<file path="config.mk">
export PLATFORM = sky130hd
export DESIGN_NAME = mem_arbiter
export DESIGN_NICKNAME = d
export VERILOG_FILES = /design/src/rtl/mem_arbiter.sv
export SDC_FILE = /design/constraint.sdc
export NUM_CORES = 1
export LEC_CHECK = 0
export ABC_AREA = 1
export BUFFER_PORTS_ARGS = -buffer_cell sky130_fd_sc_hd__buf_2
export CORE_MARGIN = 2
export CORE_UTILIZATION = 30
export DETAILED_ROUTE_END_ITERATION = 10
export PLACE_DENSITY_LB_ADDON = 0.05
export SLEW_MARGIN = 10
export SYNTH_ARGS = -nofsm -noshare
export SYNTH_HDL_FRONTEND = slang
export SYNTH_SLANG_ARGS = --single-unit
</file>
<file path="constraint.sdc">
create_clock -name clk -period 4 [get_ports clk]
set_input_delay 0.6 -clock clk [delete_from_list [all_inputs] [get_ports clk]]
set_output_delay 0.6 -clock clk [all_outputs]
set_load 0.02 [all_outputs]
</file>
<file path="src/rtl/mem_arbiter.sv">
// Single-port memory arbiter between instruction fetch and data access; data side has priority.
// Optional build macro ARB_ALIGN_CHK_EN rejects odd addresses at grant time with an err pulse.
module mem_arbiter #(
  parameter int unsigned LATENCY = 2,
  parameter int unsigned ADDR_W  = 16,
  parameter int unsigned DATA_W  = 16
) (
  input  logic              clk,
  input  logic              rst,
  input  logic              if_req,
  input  logic [ADDR_W-1:0] if_addr,
  output logic [DATA_W-1:0] if_rdata,
  output logic              if_done,
  output logic              if_stall,
  input  logic              dm_en,
  input  logic              dm_wr,
  input  logic [ADDR_W-1:0] dm_addr,
  input  logic [DATA_W-1:0] dm_wdata,
  output logic [DATA_W-1:0] dm_rdata,
  output logic              dm_done,
  output logic              dm_stall,
  input  logic              halt,
  output logic              mem_en,
  output logic              mem_wr,
  output logic [ADDR_W-1:0] mem_addr,
  output logic [DATA_W-1:0] mem_wdata,
  input  logic [DATA_W-1:0] mem_rdata,
  output logic              err
);

  typedef enum logic [1:0] {StIdle, StBusyIf, StBusyDm, StHalted} state_e;

  state_e            state_q, state_d;
  logic [2:0]        cnt_q, cnt_d;
  logic              halted_q, halted_d;
  logic [ADDR_W-1:0] addr_q, addr_d;
  logic [DATA_W-1:0] wdata_q, wdata_d;
  logic              wr_q, wr_d;
  logic [DATA_W-1:0] if_rdata_q, if_rdata_d;
  logic [DATA_W-1:0] dm_rdata_q, dm_rdata_d;
  logic              if_done_q, if_done_d;
  logic              dm_done_q, dm_done_d;
  logic              err_q, err_d;
  logic              halt_now;
  state_e            rest_st;

  // Halt is only honoured outside a busy window; once seen it sticks until reset.
  assign halt_now = halted_q | halt;
  assign rest_st  = halt_now ? StHalted : StIdle;

  always_comb begin
    state_d    = state_q;
    cnt_d      = cnt_q;
    halted_d   = halted_q;
    addr_d     = addr_q;
    wdata_d    = wdata_q;
    wr_d       = wr_q;
    if_rdata_d = if_rdata_q;
    dm_rdata_d = dm_rdata_q;
    if_done_d  = 1'b0;
    dm_done_d  = 1'b0;
    err_d      = 1'b0;
    unique case (state_q)
      StIdle, StHalted: begin
        halted_d = halt_now;
        state_d  = rest_st;
        if (dm_wr && !dm_en) begin
          err_d = 1'b1;
        end else if (dm_en) begin
          addr_d  = dm_addr;
          wdata_d = dm_wdata;
          wr_d    = dm_wr;
`ifdef ARB_ALIGN_CHK_EN
          if (dm_addr[0]) begin
            dm_done_d = 1'b1;
            err_d     = 1'b1;
          end else
`endif
          begin
            state_d = StBusyDm;
            cnt_d   = 3'd1;
          end
        end else if (if_req && !halt_now) begin
          addr_d = if_addr;
          wr_d   = 1'b0;
`ifdef ARB_ALIGN_CHK_EN
          if (if_addr[0]) begin
            if_done_d = 1'b1;
            err_d     = 1'b1;
          end else
`endif
          begin
            state_d = StBusyIf;
            cnt_d   = 3'd1;
          end
        end
      end
      StBusyIf, StBusyDm: begin
        if (cnt_q == 3'(LATENCY)) begin
          cnt_d    = 3'd0;
          halted_d = halt_now;
          state_d  = rest_st;
          if (state_q == StBusyIf) begin
            if_rdata_d = mem_rdata;
            if_done_d  = 1'b1;
          end else begin
            // Stores complete without disturbing the last load result.
            if (!wr_q) dm_rdata_d = mem_rdata;
            dm_done_d = 1'b1;
          end
        end else begin
          cnt_d = cnt_q + 3'd1;
        end
      end
      default: state_d = StIdle;
    endcase
  end

  always_ff @(posedge clk) begin
    if (!rst) begin
      state_q    <= StIdle;
      cnt_q      <= 3'd0;
      halted_q   <= 1'b0;
      addr_q     <= '0;
      wdata_q    <= '0;
      wr_q       <= 1'b0;
      if_rdata_q <= '0;
      dm_rdata_q <= '0;
      if_done_q  <= 1'b0;
      dm_done_q  <= 1'b0;
      err_q      <= 1'b0;
    end else begin
      state_q    <= state_d;
      cnt_q      <= cnt_d;
      halted_q   <= halted_d;
      addr_q     <= addr_d;
      wdata_q    <= wdata_d;
      wr_q       <= wr_d;
      if_rdata_q <= if_rdata_d;
      dm_rdata_q <= dm_rdata_d;
      if_done_q  <= if_done_d;
      dm_done_q  <= dm_done_d;
      err_q      <= err_d;
    end
  end

  assign mem_en    = (state_q == StBusyIf) || (state_q == StBusyDm);
  assign mem_wr    = (state_q == StBusyDm) && wr_q;
  assign mem_addr  = addr_q;
  assign mem_wdata = wdata_q;
  assign if_rdata  = if_rdata_q;
  assign dm_rdata  = dm_rdata_q;
  assign if_done   = if_done_q;
  assign dm_done   = dm_done_q;
  assign err       = err_q;
  // Stalls are forced low while reset is asserted so every output reads 0 in reset.
  assign if_stall  = rst && ((if_req && !if_done_q) || halted_q);
  assign dm_stall  = rst && dm_en && !dm_done_q;

endmodule

</file>
; Word-level counts from Yosys, hierarchy flattened
; Index checks and enable logic that the tools add are counted.
[totals]
inputBits = 70
register_bits = 74
output_inout_bits = 71
wordCells = 67
[classes]
bitwise = 4
reduce_logical = 24
addsub = 1
n_eq_ne = 7
n_mux = 20
[ops]
columns = op, count
row1 = 2-to-1 mux 16 bit, 2
row2 = 2-to-1 mux 3 bit, 4
row3 = AND reduction 3 bit, 4
row4 = 2-to-1 mux 2 bit, 5
row5 = logical AND 1 bit, 7
row6 = 2-to-1 mux 1 bit, 6
row7 = case mux 3 bit (2 select lines), 1
row8 = == test 2 bit (second input constant), 2
row9 = logical NOT 1 bit, 4
row10 = inequality test 2 bit (second input constant), 2
row11 = case mux 2 bit (2 select lines), 1
row12 = AND reduction 2 bit, 2
row13 = AND reduction 4 bit, 1
row14 = OR reduction 2 bit, 2
row15 = adder 3 x 1 -> 3 bit (second input constant), 1
row16 = == test 3 x 2 -> 1 bit (second input constant), 1
row17 = inequality test 3 bit (second input constant), 1
row18 = NOT 1 bit, 3
row19 = == test 2 x 1 -> 1 bit (second input constant), 1
row20 = logical NOT 2 bit, 1
row21 = logical OR 1 bit, 2
row22 = case mux 1 bit (2 select lines), 1
row23 = nonzero test 2 bit, 1
row24 = OR 1 bit, 1

; Logic depth before layout (Yosys ltp)
[depth]
word_depth = 7
mapped_depth = 8

; Worst setup path after synthesis
; Ideal clock, no wire load.
[synth_timing]
path_kind = in2out
startpoint = in dm_en
endpoint = out dm_stall
slack_ns = 1.893
arrival_ns = 1.507
stages = 4
cell_sequence = buf_2 -> inv_2 -> buf_2 -> nor3_1
[synth_between]
elab_chain_cells = 2
[synth_lines]
columns = element, line_no
row1 = from (decl), 15  ; input logic dm_en,
row2 = logical AND 1 bit (2 in a row), 158  ; assign dm_stall = rst && dm_en && !dm_done_q;
row3 = to (decl), 21  ; output logic dm_stall,
; Every way passes these cells.

; Worst setup path in the final report
[layout_timing]
startpoint = reg state_q[0]
endpoint = out mem_en
[layout_between]
elab_chain_cells = 2
word_cells_on_any_way = 3
classes_between = eq/ne: 2 / reduce/logical: 1
[layout_lines]
columns = element, line_no
row1 = from (decl), 33  ; state_e state_q, state_d;
row2 = from (signal assigned), 121  ; state_q <= StIdle;
row3 = from (signal assigned), 133  ; state_q <= state_d;
row4 = == test 2 x 1 -> 1 bit or == test 2 bit (tied branches), 147  ; assign mem_en = (state_q == StBusyIf) || (state_q == StBusyDm);
row5 = logical OR 1 bit *, 147
row6 = to (decl), 23  ; output logic mem_en,
; Mark *: on every way between the ends. The rest lies on a longest branch, timed or not.

==> metrics.md <==
| Metric | Value |
|---|---|
| Register area share after synthesis | `0.425` |
| Hold Buf Count CTS | `0` |
| Hold endpoint | `halted_q$_SDFFE_PN0P_` |
| Distinct cells, synth | `22` |
| Number of synthesized flops with an enable pin | `0` |
| Post-route minimum period | `2.43 ns` |
| Worst min path class | `flop to flop` |
| CTS buffer count | `9` |
| Antenna Diode Count | `0` |
| Sink Count | `74` |
| Fraction of layout cells with a size suffix above 1 | `0.247` |
| Unrepaired setup endpoints after global routing | `no` |
| Final Slew Violations | `0` |
| Flop-to-flop setup slack | `~1.9 ns` |
| Vias in the first global route | `approximately 3200` |
| Port bufs | `140` |
| Clk_lat worst skew | `roughly 0.33 ns` |
| Synthesis-stage register bit count | `between 70 and 80` |
| Post_cts resized | `0` |
| Slowest library cell on the worst path | `inv_2` |
| Post-placement cell count | `around 800` |
| Final setup violating endpoints | `0` |
| Largest net degree at the start of global routing | `69` |
| Final WL | `around 9300 um` |
| Slew margin rel. | `0.541` |
| Initial antenna violation count | `0` |
| Final period util | `0.607` |
| Root buffer cell | `clkbuf_16` |
| Max IR drop VDD | `~0.25 mV` |
| Antenna Violating Nets Remaining | `0` |
| Post-CTS Setup Inserts | `0` |
| CTS max path bufs | `2` |
| Post-DP HPWL | `~6500 um` |
| Fillers | `roughly 1300` |
| Hold Crit Depth | `2` |
| Initial Util | `0.307` |
| Clock transition at the registers of the reported paths | `about 0.050 ns` |
| 1st-iter DRT viols | `approximately 130` |
| RD Place Congestion | `0.774` |
| Syn. warnings | `0` |
| Largest stage delay, worst path | `approximately 0.43 ns` |
| Fin. Hold Viols | `0` |
| Crit-path max FO | `25` |
| Fmax | `around 0.41 GHz` |
| Die area | `around 13000 um2` |
| First-pass GRT wire length | `around 15000 um` |
| P_leak | `around 2.5 nW` |
| Outcome | `completed` |
| Type of origin of the critical path | `flop` |
| Via count | `between 3000 and 4000` |
| Worst path cell trace | `inv_1 > ha_1 > inv_2 > buf_2` |
| I/O pins | `roughly 140` |
| Req. time, crit path | `3.40 ns` |
| Max Cap Viol | `0` |
| Die H | `112 um` |
| Avg Inst Size Synth | `~6.5 um2` |
| Pre-antenna DRT Iters | `4` |
| Worst Tran Pin Value | `slightly below 0.7 ns` |
| Area Overhead vs Synth | `28.8%` |
| Critical path start-end classification | `flop to output port` |
| Routed WL per cell | `between 10 and 15 um` |
| R2R Path End | `if_rdata[7]$_SDFFE_PN0P_` |
| Setup crit end kind | `output port` |
| Site Rows | `39` |
| Total power divided by cell area | `about 630 nW/um2` |
| H-tree depth | `3` |
| # nets final | `between 700 and 800` |
| Synth Cell Area | `between 3000 and 4000 um2` |
| Core area | `about 11000 um2` |
| Worst path arrival time | `roughly 1.8 ns` |
| CTS tree | `built` |
| Prevailing post-synth register cell | `dfxtp_1` |
| Setup Skew | `slightly below 0.003 ns` |
| Syn_nets | `between 600 and 700` |
| Grt total ovfl | `0` |
| RR Startpoint | `state_q[0]$_SDFFE_PN0P_` |
| Asr flop ratio synth | `0` |
| DRC Markers | `0` |
| Routed vias/inst | `between 4 and 5` |
| Final Non-Filler Cells | `810` |
| Mapped Cells | `540` |
| Overall die width | `about 110 um` |
| Final core occ | `0.395` |
| Setup TNS | `0 ns` |
| Reg2Reg Depth | `7` |
| Worst hold start | `halted_q$_SDFFE_PN0P_` |
| GRT Util Overall | `0.152` |
## per-layer routing
metal,GRT usage,share of wire,vias up
met5,0,0,-
met4,0.0790,0.024,0
met3,0.0403,0.060,16
met2,0.246,0.46,98
met1,0.185,0.46,1528
li1,-,-,1872
## cells in the mapped netlist, types with 2 or more instances
cell type	number	share of area
nand2_1	147	0.16
nor2_1	105	0.11
inv_1	88	0.095
dfxtp_1	74	0.42
nand3_1	23	0.033
a21oi_1	21	0.030
o21ai_0	20	0.029
nand4_1	17	0.030
buf_2	15	0.022
clkbuf_1	9	0.0097
inv_2	5	0.0054
buf_6	3	0.0097
ha_1	2	0.0072
nand4_4	2	0.012
nor2_4	2	0.0065
## cells by family (layout without fill, tap and decap cells)
group / count (synthesis) / after routing / synth area share
compound gates: 41 / 41 / 0.0588
fa+ha+maj: 2 / 2 / 0.00718
buf+inv: 122 / 249 / 0.144
flops: 74 / 74 / 0.425
simple gates: 301 / 301 / 0.365
## critical path: cells and delay by family, from the launching register on
| family | cells | cell delay [ns] |
|---|---|---|
| buffers and inverters | 3 | 0.74 |
| flip-flops | 1 | 0.35 |
| adder cells (fa/ha/maj) | 1 | 0.39 |
## placed cells by master, fill, tap and decap left out, types with 2 or more instances in the layout
| cell type | netlist | routed |
|---|---|---|
| clkbuf_16 | 0 | 9 |
| nand2_1 | 147 | 147 |
| nor2_4 | 2 | 2 |
| buf_2 | 15 | 140 |
| nand4_1 | 17 | 17 |
| ha_1 | 2 | 2 |
| o21ai_0 | 20 | 20 |
| inv_1 | 88 | 88 |
| buf_4 | 1 | 2 |
| clkbuf_1 | 9 | 2 |
| dfxtp_1 | 74 | 74 |
| a21oi_1 | 21 | 21 |
| nand4_4 | 2 | 2 |
| nand3_1 | 23 | 23 |
| nor2_1 | 105 | 105 |
| clkbuf_8 | 0 | 2 |
| inv_2 | 5 | 5 |
## worst max-delay path by stage
stage,depth (start not counted),start,slack [ns],endpoint
3_5_place_dp,6,dm_en,1.74,mem_addr[4]$_SDFFE_PN0P_
5_1_grt,4,state_q[0]$_SDFFE_PN0P_,1.47,mem_en
2_1_floorplan,4,dm_en,1.89,dm_stall
3_3_place_gp,5,dm_en,1.79,mem_addr[11]$_SDFFE_PN0P_
4_1_cts,4,state_q[0]$_SDFFE_PN0P_,1.57,mem_en
6_report,4,state_q[0]$_SDFFE_PN0P_,1.57,mem_en
## registers in the layout, summed over array words and instances, names as in the netlist
signal     count
cnt_q          3
halted_q       1
wr_q           1
if_rdata      16
if_done        1
mem_wdata     16
dm_rdata      16
mem_addr      16
dm_done        1
state_q        2
err            1
## metrics by stage
stage | hold slack [ns] | worst slack, ns | power, mW | instance area [um2]
final | 0.468 | 1.57 | 2.82 | 4490
after global routing | 0.500 | 1.47 | 3.04 | 4490
after CTS | 0.466 | 1.57 | 2.86 | 4490
after detailed placement | 0.458 | 1.74 | 2.12 | 4230
after global placement | 0.456 | 1.79 | 2.10 | 4230
after floorplan | 0.436 | 1.89 | 1.81 | 3490
## power breakdown
part / switching [mW] / internal (mW) / leakage (nW)
Sequential: 0.0973 / 0.911 / 0.605
Clock: 0.290 / 0.444 / 0.128
Combinational: 0.738 / 0.342 / 1.80
## area by class of cell
| class | instances | area (um2) | share of cell area |
|---|---|---|---|
| multi-input cells | 344 | 1500 | 0.335 |
| flip-flops and latches | 74 | 1480 | 0.330 |
| repair buffers | 142 | 716 | 0.159 |
| inverters | 94 | 353 | 0.0786 |
| clock buffers | 13 | 260 | 0.0579 |
| well taps | 143 | 179 | 0.0398 |
No activity file was read; power rests on OpenSTA's default activity.
